### src/rtl/match_sequencer_pkg.sv
// Shared definitions for the match controller: phase encoding, winner codes and
// the packed player-position field layout.
package match_sequencer_pkg;

  typedef enum logic [2:0] {
    StIdle      = 3'd0,
    StCountdown = 3'd1,
    StPlay      = 3'd2,
    StRespawn   = 3'd3,
    StGameOver  = 3'd4
  } phase_e;

  localparam logic [1:0] WinNone = 2'b00;
  localparam logic [1:0] WinP1   = 2'b01;
  localparam logic [1:0] WinP2   = 2'b10;
  localparam logic [1:0] WinDraw = 2'b11;

  localparam int unsigned X_HI = 31;
  localparam int unsigned X_LO = 16;
  localparam int unsigned Y_HI = 15;
  localparam int unsigned Y_LO = 0;

  // True when a packed position lies beyond either blast line (unsigned compare).
  function automatic logic blast_ko(input logic [31:0] pos, input int unsigned x_max,
                                    input int unsigned y_max);
    return ({16'd0, pos[X_HI:X_LO]} > x_max) || ({16'd0, pos[Y_HI:Y_LO]} > y_max);
  endfunction

endpackage

### src/rtl/match_sequencer_frame_ticker.sv
// Free-running frame divider: one-cycle tick every FRAME_DIV clocks, in the
// cycle where the count sits at FRAME_DIV-1.
module frame_ticker #(
  parameter int unsigned FRAME_DIV = 50000
) (
  input  logic clock,
  input  logic reset,
  output logic tick
);

  localparam int unsigned CW = (FRAME_DIV > 1) ? $clog2(FRAME_DIV) : 1;
  localparam logic [CW-1:0] Last = CW'(FRAME_DIV - 1);

  logic [CW-1:0] count_q;

  always_ff @(posedge clock) begin
    if (reset) begin
      count_q <= '0;
    end else if (count_q == Last) begin
      count_q <= '0;
    end else begin
      count_q <= count_q + 1'b1;
    end
  end

  assign tick = (count_q == Last);

endmodule

### src/rtl/match_sequencer.sv
// Match phase controller: countdown, live play, KO/respawn handling and game
// over, stepping only on frame ticks; freezes physics outside live play.
module match_sequencer
  import match_sequencer_pkg::*;
#(
  parameter int unsigned FRAME_DIV        = 50000,
  parameter int unsigned COUNTDOWN_FRAMES = 180,
  parameter int unsigned RESPAWN_FRAMES   = 120,
  parameter int unsigned START_LIVES      = 3,
  parameter int unsigned BLAST_X_MAX      = 640,
  parameter int unsigned BLAST_Y_MAX      = 480
) (
  input  logic        clock,
  input  logic        reset,
  input  logic        start,
  input  logic [31:0] pos_p1,
  input  logic [31:0] pos_p2,
  output logic        freeze_p1,
  output logic        freeze_p2,
  output logic        respawn_p1,
  output logic        respawn_p2,
  output logic [31:0] lives_p1,
  output logic [31:0] lives_p2,
  output logic [2:0]  state,
  output logic [1:0]  winner,
  output logic [7:0]  timer,
  output logic        frame_tick
);

  // Zero-length phases still last one frame.
  localparam logic [31:0] CdFrames = (COUNTDOWN_FRAMES == 0) ? 32'd1 : 32'(COUNTDOWN_FRAMES);
  localparam logic [31:0] RsFrames = (RESPAWN_FRAMES == 0) ? 32'd1 : 32'(RESPAWN_FRAMES);
  localparam logic [31:0] Lives0   = 32'(START_LIVES);

  phase_e      state_q, state_d;
  logic [31:0] timer_q, timer_d;
  logic [31:0] lives_p1_q, lives_p1_d, lives_p2_q, lives_p2_d;
  logic [1:0]  winner_q, winner_d;
  logic        respawn_p1_q, respawn_p1_d, respawn_p2_q, respawn_p2_d;
  logic        tick, ko_p1, ko_p2;
  logic [31:0] lives_p1_dec, lives_p2_dec;

  frame_ticker #(
    .FRAME_DIV(FRAME_DIV)
  ) u_frame_ticker (
    .clock(clock),
    .reset(reset),
    .tick (tick)
  );

  assign ko_p1 = blast_ko(pos_p1, BLAST_X_MAX, BLAST_Y_MAX);
  assign ko_p2 = blast_ko(pos_p2, BLAST_X_MAX, BLAST_Y_MAX);

  assign lives_p1_dec = (ko_p1 && lives_p1_q != '0) ? lives_p1_q - 32'd1 : lives_p1_q;
  assign lives_p2_dec = (ko_p2 && lives_p2_q != '0) ? lives_p2_q - 32'd1 : lives_p2_q;

  always_comb begin
    state_d      = state_q;
    timer_d      = timer_q;
    lives_p1_d   = lives_p1_q;
    lives_p2_d   = lives_p2_q;
    winner_d     = winner_q;
    respawn_p1_d = 1'b0;
    respawn_p2_d = 1'b0;
    if (tick) begin
      case (state_q)
        StIdle, StGameOver: begin
          if (start) begin
            state_d    = StCountdown;
            timer_d    = CdFrames;
            lives_p1_d = Lives0;
            lives_p2_d = Lives0;
            winner_d   = WinNone;
          end
        end
        StCountdown, StRespawn: begin
          if (timer_q <= 32'd1) begin
            state_d = StPlay;
            timer_d = '0;
          end else begin
            timer_d = timer_q - 32'd1;
          end
        end
        StPlay: begin
          if (ko_p1 || ko_p2) begin
            lives_p1_d = lives_p1_dec;
            lives_p2_d = lives_p2_dec;
            if (lives_p1_dec == '0 && lives_p2_dec == '0) begin
              state_d  = StGameOver;
              winner_d = WinDraw;
            end else if (lives_p1_dec == '0) begin
              state_d  = StGameOver;
              winner_d = WinP2;
            end else if (lives_p2_dec == '0) begin
              state_d  = StGameOver;
              winner_d = WinP1;
            end else begin
              state_d      = StRespawn;
              timer_d      = RsFrames;
              respawn_p1_d = ko_p1;
              respawn_p2_d = ko_p2;
            end
          end
        end
        default: state_d = StIdle;
      endcase
    end
  end

  always_ff @(posedge clock) begin
    if (reset) begin
      state_q      <= StIdle;
      timer_q      <= '0;
      lives_p1_q   <= Lives0;
      lives_p2_q   <= Lives0;
      winner_q     <= WinNone;
      respawn_p1_q <= 1'b0;
      respawn_p2_q <= 1'b0;
    end else begin
      state_q      <= state_d;
      timer_q      <= timer_d;
      lives_p1_q   <= lives_p1_d;
      lives_p2_q   <= lives_p2_d;
      winner_q     <= winner_d;
      respawn_p1_q <= respawn_p1_d;
      respawn_p2_q <= respawn_p2_d;
    end
  end

  assign state      = state_q;
  assign winner     = winner_q;
  assign timer      = (timer_q > 32'd255) ? 8'hFF : timer_q[7:0];
  assign lives_p1   = lives_p1_q;
  assign lives_p2   = lives_p2_q;
  assign freeze_p1  = (state_q != StPlay);
  assign freeze_p2  = (state_q != StPlay);
  assign respawn_p1 = respawn_p1_q;
  assign respawn_p2 = respawn_p2_q;
  assign frame_tick = tick;

endmodule
### config.mk
export PLATFORM = sky130hd
export DESIGN_NAME = match_sequencer
export DESIGN_NICKNAME = d
export VERILOG_FILES = /design/src/rtl/match_sequencer_pkg.sv /design/src/rtl/match_sequencer_frame_ticker.sv /design/src/rtl/match_sequencer.sv
export SDC_FILE = /design/constraint.sdc
export NUM_CORES = 1
export LEC_CHECK = 0
export CELL_PAD_IN_SITES_DETAIL_PLACEMENT = 0
export CELL_PAD_IN_SITES_GLOBAL_PLACEMENT = 2
export CORE_UTILIZATION = 30
export CTS_BUF_LIST = sky130_fd_sc_hd__clkbuf_8 sky130_fd_sc_hd__clkbuf_16
export CTS_CLUSTER_SIZE = 28
export DETAILED_ROUTE_END_ITERATION = 10
export GPL_ROUTABILITY_DRIVEN = 0
export GPL_TIMING_DRIVEN = 1
export PLACE_DENSITY_LB_ADDON = 0.1
export SLEW_MARGIN = 20
export SYNTH_ARGS = -nofsm -noshare
export SYNTH_HDL_FRONTEND = slang
export SYNTH_HIERARCHICAL = 1
export SYNTH_SLANG_ARGS = --single-unit
### constraint.sdc
create_clock -name clock -period 4.5 [get_ports clock]
set_input_delay 0.45 -clock clock [delete_from_list [all_inputs] [get_ports clock]]
set_output_delay 0.45 -clock clock [all_outputs]
set_load 0.01 [all_outputs]
Word-level counts from Yosys, hierarchy flattened
Index checks and enable logic that the tools add are counted.
{"block": "word_totals", "ff_bits": 119, "out_inout_bits": 82, "elab_cells": 83}
{"block": "op_classes", "order_cmp": 6, "bitwise": 3, "reduce_logical": 21, "n_addsub": 4, "n_mux": 28, "n_eq_ne": 13}
{"op": "$mux W32", "count": 11}
{"op": "$pmux W32 S2", "count": 2}
{"op": "$pmux W32 S3", "count": 1}
{"op": "$sub A32 B1 Y32 const B", "count": 3}
{"op": "$logic_not A32 Y1", "count": 2}
{"op": "$reduce_bool A32 Y1", "count": 2}
{"op": "$gt A16 B10 Y1 const B", "count": 2}
{"op": "$gt A16 B9 Y1 const B", "count": 2}
{"op": "$gt A32 B8 Y1 const B", "count": 1}
{"op": "$le A32 B1 Y1 const B", "count": 1}
{"op": "$mux W3", "count": 6}
{"op": "$add A16 B1 Y16 const B", "count": 1}
{"op": "$eq A16 B16 Y1 const B", "count": 1}
{"op": "$ne A2 B2 Y1 const B", "count": 6}
{"op": "$mux W2", "count": 5}
{"op": "$pmux W3 S3", "count": 1}
{"op": "$mux W8", "count": 1}
{"op": "$reduce_and A4 Y1", "count": 2}
{"op": "$reduce_and A7 Y1", "count": 1}
{"op": "$reduce_or A7 Y1", "count": 1}
{"op": "$eq A3 B2 Y1 const B", "count": 2}
{"op": "$reduce_or A2 Y1", "count": 3}
{"op": "$reduce_and A5 Y1", "count": 1}
{"op": "$ne A4 B4 Y1 const B", "count": 1}
{"op": "other kinds (10)", "count": 16}

Logic depth before layout (Yosys ltp)
Gate-level depths: netlist of the first run.
{"block": "depth", "depth_word": 10, "depth_mapped": 18}

Hierarchy
Netlist of the first run, hierarchy kept.
{"module": "match_sequencer", "instances": 1, "area_each_um2": 6847.8, "cells_each": 941}
{"module": "frame_ticker", "instances": 1, "area_each_um2": 710.7, "cells_each": 81}

Least setup slack after synthesis of the first run
Ideal clock, no wire load.
{"block": "synth_path", "path_type": "register -> register", "start": "register lives_p2_q[0] (netlist: lives_p2[0])", "end": "register timer_q[1]", "t_arrival_ns": 3.689, "period_less_slack_ns": 3.816, "setup_ns": 0.126, "setup_slack_ns": 0.684, "path_stages_with_launch": 18, "path_cell_list": "dfxtp_1 > inv_1 > ha_1 > buf_2 > or4b_1 > clkbuf_1 > or4_1 > buf_2 > nor3_4 > o31a_1 > o32ai_1 > or4_1 > nor4_2 > nor3_1 > buf_6 > buf_6 > nand3b_1 > o31ai_2"}
{"block": "synth_between", "elab_chain_len": 7}
{"item": "start, declared", "line_no": "match_sequencer.sv:37", "text": "logic [31:0] lives_p1_q, lives_p1_d, lives_p2_q, lives_p2_d;"}
{"item": "start signal, assigned", "line_no": "match_sequencer.sv:115", "text": "lives_p2_q <= Lives0;"}
{"item": "start signal, assigned", "line_no": "match_sequencer.sv:123", "text": "lives_p2_q <= lives_p2_d;"}
{"item": "parallel branches: the longest is 2 deep, another holds $sub A32 B1 Y32"}
{"item": "$mux W32 *", "line_no": "match_sequencer.sv:55", "text": "assign lives_p2_dec = (ko_p2 && lives_p2_q != '0) ? lives_p2_q - 32'd1 : lives_p2_q;"}
{"item": "$logic_not A32 Y1 *", "line_no": "match_sequencer.sv:88, match_sequencer.sv:94"}
{"item": "$logic_and A1 B1 Y1", "line_no": "match_sequencer.sv:88", "text": "if (lives_p1_dec == '0 && lives_p2_dec == '0) begin"}
{"item": "$ne A2 B2 Y1 (no source line)"}
{"item": "$reduce_and A7 Y1 (no source line) *"}
{"item": "end signal, assigned", "line_no": "match_sequencer.sv:121", "text": "timer_q <= timer_d;"}
{"item": "end, declared", "line_no": "match_sequencer.sv:36", "text": "logic [31:0] timer_q, timer_d;"}
Every way passes the cells marked *.
A chain may end at the register's enable or synchronous reset.

Worst setup path after layout of the first run
{"block": "layout_path", "start": "register lives_p1_q[0] (netlist: lives_p1[0])", "end": "register timer_q[16]"}
{"block": "layout_between", "elab_chain_len": 7}
{"item": "start, declared", "line_no": "match_sequencer.sv:37"}
{"item": "start signal, assigned", "line_no": "match_sequencer.sv:114", "text": "lives_p1_q <= Lives0;"}
{"item": "start signal, assigned", "line_no": "match_sequencer.sv:122", "text": "lives_p1_q <= lives_p1_d;"}
{"item": "parallel branches: the longest is 2 deep, another holds $sub A32 B1 Y32"}
{"item": "$mux W32 *", "line_no": "match_sequencer.sv:54", "text": "assign lives_p1_dec = (ko_p1 && lives_p1_q != '0) ? lives_p1_q - 32'd1 : lives_p1_q;"}
{"item": "$logic_not A32 Y1 *", "line_no": "match_sequencer.sv:88, match_sequencer.sv:91"}
{"item": "$logic_and A1 B1 Y1", "line_no": "match_sequencer.sv:88"}
{"item": "$ne A2 B2 Y1 (no source line)"}
{"item": "$reduce_and A7 Y1 (no source line) *"}
Marked as above.

==> results of run 1 <==
kinds of logic after synthesis:
kind of cell               Yosys count  share of synthesized area [%]
muxes                                6                         0.8111
xor gates and xnor gates            20                          2.318
and+or+nand+nor                    509                          34.76
adders and majority gates            5                         0.8277
AOI/OAI and AO/OA                  275                          24.91
DFF                                119                          31.52
buffers and inverters               88                          4.850
layer usage:
layer / GRT usage [%] / share of wire [%]
met5: 0 / 0
met4: 6.046 / 1.1
met3: 2.841 / 3.7
met2: 34.57 / 46
met1: 30.72 / 49
cell type report:
cell class | count | area [um2] | share of cell area [%]
Multi-Input combinational cell | 815 | 4827 | 47.35
Sequential cell | 119 | 2382 | 23.37
Timing Repair Buffer | 198 | 1867 | 18.31
Clock buffer | 19 | 452.9 | 4.443
Tap cell | 324 | 405.4 | 3.977
Clock inverter | 13 | 191.4 | 1.878
Inverter | 18 | 67.56 | 0.6628
through the flow:
step	instances	hold slack [ns]	worst slack [ns]
floorplan	1022	0.4299	0.6845
global placement	1474	0.4475	0.3904
detailed placement	1474	0.4532	0.3181
CTS	1506	0.4656	0.3143
global route	1506	0.4877	0.001439
finish	1506	0.4609	0.3197
cells in the final DEF (no fill, tap or decap), types with 11 or more instances in the layout:
cell type and count:
clkdlybuf4s50_1 147, nor2_1 128, dfxtp_1 119, nand2_1 95
nor3_1 70, a21oi_1 70, o21ai_0 51, buf_4 50
nor4_1 45, a311oi_1 36, or3_1 29, nand3_1 28
nand4_1 19, inv_1 18, a31oi_1 17, xnor2_1 17
clkbuf_16 17, or4_1 15, or2_2 13, o31ai_1 11
sequential cells by signal, indices dropped and copies added (netlist names):
| name | flops |
|---|---|
| winner | 2 |
| u_frame_ticker/count_q | 16 |
| timer_q | 32 |
| lives_p2 | 32 |
| lives_p1 | 32 |
| respawn_p2 | 1 |
| respawn_p1 | 1 |
| state | 3 |
worst min path at each step:
stage	start	end	slack (ns)	cells past startpoint
after floorplan	u_frame_ticker/count_q[0]$_SDFF_PP0_	u_frame_ticker/count_q[0]$_SDFF_PP0_	0.43	1
after global placement	u_frame_ticker/count_q[0]$_SDFF_PP0_	u_frame_ticker/count_q[0]$_SDFF_PP0_	0.45	1
after detailed placement	u_frame_ticker/count_q[0]$_SDFF_PP0_	u_frame_ticker/count_q[0]$_SDFF_PP0_	0.45	1
after CTS	u_frame_ticker/count_q[0]$_SDFF_PP0_	u_frame_ticker/count_q[0]$_SDFF_PP0_	0.47	1
after global routing	u_frame_ticker/count_q[0]$_SDFF_PP0_	u_frame_ticker/count_q[0]$_SDFF_PP0_	0.49	1
final	u_frame_ticker/count_q[0]$_SDFF_PP0_	u_frame_ticker/count_q[0]$_SDFF_PP0_	0.46	1
power groups by stage:
stage	logic [mW]	clock network (mW)	registers, mW
after global placement	0.0919	0	1.08
after floorplan	0.0264	0	1.08
after global routing	0.0991	1.60	1.06
final	0.0908	1.53	1.06
after detailed placement	0.0919	0	1.08
after CTS	0.0921	1.56	1.06
==> results.toml, run 1 <==
[synth]
synth_seq_cells = 119
synth_most_common_cell = "nor2_1"
async_flop_share_pct = 0
yosysTopAreaCell = "dfxtp_1"
ys_warn_count = 6
synth_top_area_share_pct = 31.52
ys_types = 75
ys_top_cells_by_count = "nor2_1 (128), dfxtp_1 (119), nand2_1 (95), nor3_1 (73), a21oi_1 (70)"
synth_flop_cell = "dfxtp_1"
synth_edf_count = 0
syn-cell-area_um2 = 7558
syn-instance-count = 1022
yosysSeqAreaShare_pct = 31.52
synth_nets = 1094
synthTopCellsByArea = "dfxtp_1 (32%), nor2_1 (6.4%), nor3_1 (4.8%)"
syn_avg_cell_area_um2 = 7.396

[detailed_routing]
ant_nets = 0
drt_iter0_markers = 547
firstDrtPassIters = 5
dr_total_vias = 8386
wl_per_cell_um = 18.73
drc = 0
viasPerCell = 5.568
routed_wl_mm = 28.20

[placement]
io_buffers = 148
place_hpwl_mm = 19.99
dpl_cell_area_um2 = 9549

[floorplan]
die_w_um = 160.7
ioPinCount = 149
core_area_um2 = 24530
dieArea_um2 = 25830
start_util_pct = 30.81
rows = 57
dieHeight_um = 160.7

[power_and_ir_drop]
max-vdd-ir-drop_mv = 0.1930
p_comb_share_pct = 3.4
finalPower_mw = 2.675
power.leakage_nw = 3.588
p_per_area_nw_per_um2 = 262.4
seqPwrFrac_pct = 39.5
clkPwrFrac_pct = 57.1
intPower_mw = 2.077
p_sw_mw = 0.5981
p_sw_share_pct = 22.36

[timing]
tns_ns = 0
period_share_pct = 92.90
finalHoldViolCount = 0
slew_viol_final = 0
clock_skew_ns = 0.01369
tightest_slew_ns = 0.9874
fin_crit_ns = 4.180
max_freq_mhz = 239.2
grt_setup_unrepaired = "no"
maxSlewHeadroom_pct = 33.93
finalSetupViolCount = 0

[global_routing]
grtUsageTotal_pct = 21.78
globalRouteOverflowTotal = 0
grt_max_degree = 56
antenna_found_initial = 0
grt_pass1_vias = 7936
grt_pass1_wl_mm = 44.86

[final_layout]
drive_above_1_share_pct = 10.41
num-fill-cells = 2634
fin_nets = 1241
diodes = 0
post-route-util_pct = 41.55
areaGrowthSynthToFinish_pct = 34.86
post-route-cell-area_um2 = 10190

[setup_path]
crit_type = "flop to flop"
crit_fanout = 29
cp_num_buf_inv = 2
cpLargestDelayFamily = "simple AND/OR/NAND/NOR gates"
worstReg2RegEnd = "timer_q[16]$_SDFFE_PP0P_"
r2r-start = "lives_p1[0]$_SDFFE_PP1P_"
cpMostUsedCell = "or4_1"
crit_cells = 13
cp_data_arrival_time_ns = 4.51
required_ns = 4.83
critPathMaxStageDelay_ns = 0.58
r2r_cells = 13
start_kind = "flop"
r2r_setup_slack_ns = 0.32
cp_slowest_cell = "or4_1"
crit_chain = "inv_1 > ha_1 > or4b_1 > or4_1 > or4_1 > or3_1 > a211oi_1 > nand4_1 > nor4_2 > nor3_2 > buf_12 > a211o_1 > o31ai_1"
endpoint = "timer_q[16]$_SDFFE_PP0P_"
crit_path_start = "lives_p1[0]$_SDFFE_PP1P_"
end_kind = "flop"

[clock_tree]
cts_tree = "built"
ctsResizeCount = 0
clock_sinks = 119
ctsHoldBuffers = 0
postCtsSetupRepairBufs = 0
htreeDepth = 4
path_clk_slew_ns = 0.06
cts_buffers = 17
cts_buffer_depth = 2
worst_skew_pair.late_latency_ns = 0.42
ctsRootBufferMaster = "clkbuf_16"

[run]
maxCapViolCount = 0

[run_status]
status = "finished clean"

[hold_path]
hp-class = "flop to flop"
Note: power is estimated with default switching activity, not from simulation.
==> inputs of run 2 (changes only) <==
--- a/config.mk
+++ b/config.mk
@@ -8,7 +8,6 @@
 export CELL_PAD_IN_SITES_DETAIL_PLACEMENT = 0
 export CELL_PAD_IN_SITES_GLOBAL_PLACEMENT = 2
 export CORE_UTILIZATION = 30
-export CTS_BUF_LIST = sky130_fd_sc_hd__clkbuf_8 sky130_fd_sc_hd__clkbuf_16
 export CTS_CLUSTER_SIZE = 28
 export DETAILED_ROUTE_END_ITERATION = 10
 export GPL_ROUTABILITY_DRIVEN = 0
==> results of run 2 <==
Same layout as run 1: the final DEF is identical, and so are final timing and power.
==> inputs of run 3 (changes only) <==
--- a/config.mk
+++ b/config.mk
@@ -8,10 +8,10 @@
 export CELL_PAD_IN_SITES_DETAIL_PLACEMENT = 0
 export CELL_PAD_IN_SITES_GLOBAL_PLACEMENT = 2
 export CORE_UTILIZATION = 30
-export CTS_CLUSTER_SIZE = 28
 export DETAILED_ROUTE_END_ITERATION = 10
 export GPL_ROUTABILITY_DRIVEN = 0
 export GPL_TIMING_DRIVEN = 1
+export MAX_ROUTING_LAYER = met4
 export PLACE_DENSITY_LB_ADDON = 0.1
 export SLEW_MARGIN = 20
 export SYNTH_ARGS = -nofsm -noshare
==> run 3 against run 2 <==
Die area stayed put; critical path type unchanged; sequential power hardly changed; fmax hardly changed.
==> results.toml, run 3 (synthesis results as in run 1) <==
[power_and_ir_drop]
seqPwrFrac_pct = 39.5
intPower_mw = 2.077
p_sw_share_pct = 22.44
clkPwrFrac_pct = 57.1
power.leakage_nw = 3.588
p_comb_share_pct = 3.4
p_sw_mw = 0.6008
p_per_area_nw_per_um2 = 262.7
max-vdd-ir-drop_mv = 0.1930

[global_routing]
grt_pass1_vias = 7928
grtUsageTotal_pct = 22.44
globalRouteOverflowTotal = 0
antenna_found_initial = 0
grt_pass1_wl_mm = 44.89
grt_max_degree = 56

[final_layout]
diodes = 0
layout.area.seq_um2 = 2382
final_cell_mix = "clkdlybuf4s50_1 (147), nor2_1 (128), dfxtp_1 (119)"
final_common_cell = "clkdlybuf4s50_1"
post-route-util_pct = 41.55
num-fill-cells = 2634
drive_above_1_share_pct = 10.41
fin_nets = 1241
multiInputGateArea_um2 = 4827
areaGrowthSynthToFinish_pct = 34.86

[placement]
io_buffers = 148
place_hpwl_mm = 19.99

[timing]
fin_crit_ns = 4.180
finalHoldViolCount = 0
slew_viol_final = 0
max_freq_mhz = 239.2
period_share_pct = 92.89
clock_skew_ns = 0.01046
maxSlewHeadroom_pct = 35.16
finalSetupViolCount = 0
grt_setup_unrepaired = "no"
tightest_slew_ns = 0.9690
tns_ns = 0

[detailed_routing]
drc = 0
viasPerCell = 5.586
firstDrtPassIters = 5
wl_per_cell_um = 18.71
ant_nets = 0
dr_total_vias = 8413
routed_wl_mm = 28.17
drt_iter0_markers = 615

[setup_path]
critPathMaxStageDelay_ns = 0.58
crit_type = "flop to flop"
end_kind = "flop"
r2r-start = "lives_p1[0]$_SDFFE_PP1P_"
cpMostUsedCell = "or4_1"
r2r_setup_slack_ns = 0.32
required_ns = 4.83
cp_data_arrival_time_ns = 4.51
cp_slowest_cell = "or4_1"
crit_path_start = "lives_p1[0]$_SDFFE_PP1P_"
crit_fanout = 29
start_kind = "flop"
crit_chain = "inv_1 > ha_1 > or4b_1 > or4_1 > or4_1 > or3_1 > a211oi_1 > nand4_1 > nor4_2 > nor3_2 > buf_12 > a211o_1 > o31ai_1"

[clock_tree]
worst_skew_pair.late_latency_ns = 0.42
cts_tree = "built"
clock_sinks = 119
cts_buffer_depth = 2
cts_buffers = 17
ctsRootBufferMaster = "clkbuf_16"
ctsResizeCount = 0
ctsHoldBuffers = 0
postCtsSetupRepairBufs = 0
path_clk_slew_ns = 0.06
htreeDepth = 4

[run_status]
status = "finished clean"

[floorplan]
die_w_um = 160.7
dieHeight_um = 160.7
start_util_pct = 30.81
ioPinCount = 149
dieArea_um2 = 25830
core_area_um2 = 24530
rows = 57

[run]
maxCapViolCount = 0

[hold_path]
hp-start = "u_frame_ticker/count_q[0]$_SDFF_PP0_"
hp-class = "flop to flop"
run 3: cell counts in the layout (fill, tap and decap cells not counted):
No cell type changed its count.
run 3: area by class of cell:
class	count	share of cell area, %
well taps	324	3.977
clock buffers	19	4.443
clock inverters	13	1.878
flip-flops and latches	119	23.37
multi-input cells	815	47.35
repair buffers	198	18.31
inverters	18	0.6628
run 3: power groups by stage:
stage | Sequential (mW) | Combinational, mW | Clock [mW]
after floorplan | 1.08 | 0.0264 | 0
after global placement | 1.08 | 0.0919 | 0
after detailed placement | 1.08 | 0.0919 | 0
after CTS | 1.06 | 0.0921 | 1.56
after global routing | 1.06 | 0.0991 | 1.60
final | 1.06 | 0.0910 | 1.53
run 3: per-stage QoR:
| step | hold WS [ns] | area, um2 | instances | power [mW] | setup WS, ns |
|---|---|---|---|---|---|
| final | 0.4614 | 10190 | 1506 | 2.678 | 0.3199 |
| after global routing | 0.4877 | 10190 | 1506 | 2.760 | 0.002684 |
| after CTS | 0.4656 | 10190 | 1506 | 2.714 | 0.3143 |
| after detailed placement | 0.4532 | 9549 | 1474 | 1.173 | 0.3181 |
| after global placement | 0.4475 | 9549 | 1474 | 1.173 | 0.3904 |
| after floorplan | 0.4299 | 7559 | 1022 | 1.107 | 0.6845 |
run 3: routing by layer:
| layer | track usage, % | wire, um | part of all wire [%] | vias up |
|---|---|---|---|---|
| li1 | - | - | - | 4157 |
| met1 | 30.99 | 14030 | 50 | 4017 |
| met2 | 34.44 | 12760 | 45 | 212 |
| met3 | 2.634 | 998 | 3.5 | 27 |
| met4 | 6.046 | 382 | 1.4 | 0 |
| met5 | - | 0 | 0 | - |
run 3: worst paths after layout:
path / endpoint / cells past startpoint
setup / recovery: timer_q[16]$_SDFFE_PP0P_ / 13
hold / removal: u_frame_ticker/count_q[0]$_SDFF_PP0_ / 1
setup reg to reg: timer_q[16]$_SDFFE_PP0P_ / 13
hold reg to reg: u_frame_ticker/count_q[0]$_SDFF_PP0_ / 1
run 3: worst max-delay path: cells and delay by family, from the launching register on:
family	cells	cell delay, ns
simple gates	7	2.67
compound gates	3	0.61
flops	1	0.36
buf+inv	2	0.28
fa+ha+maj	1	0.16
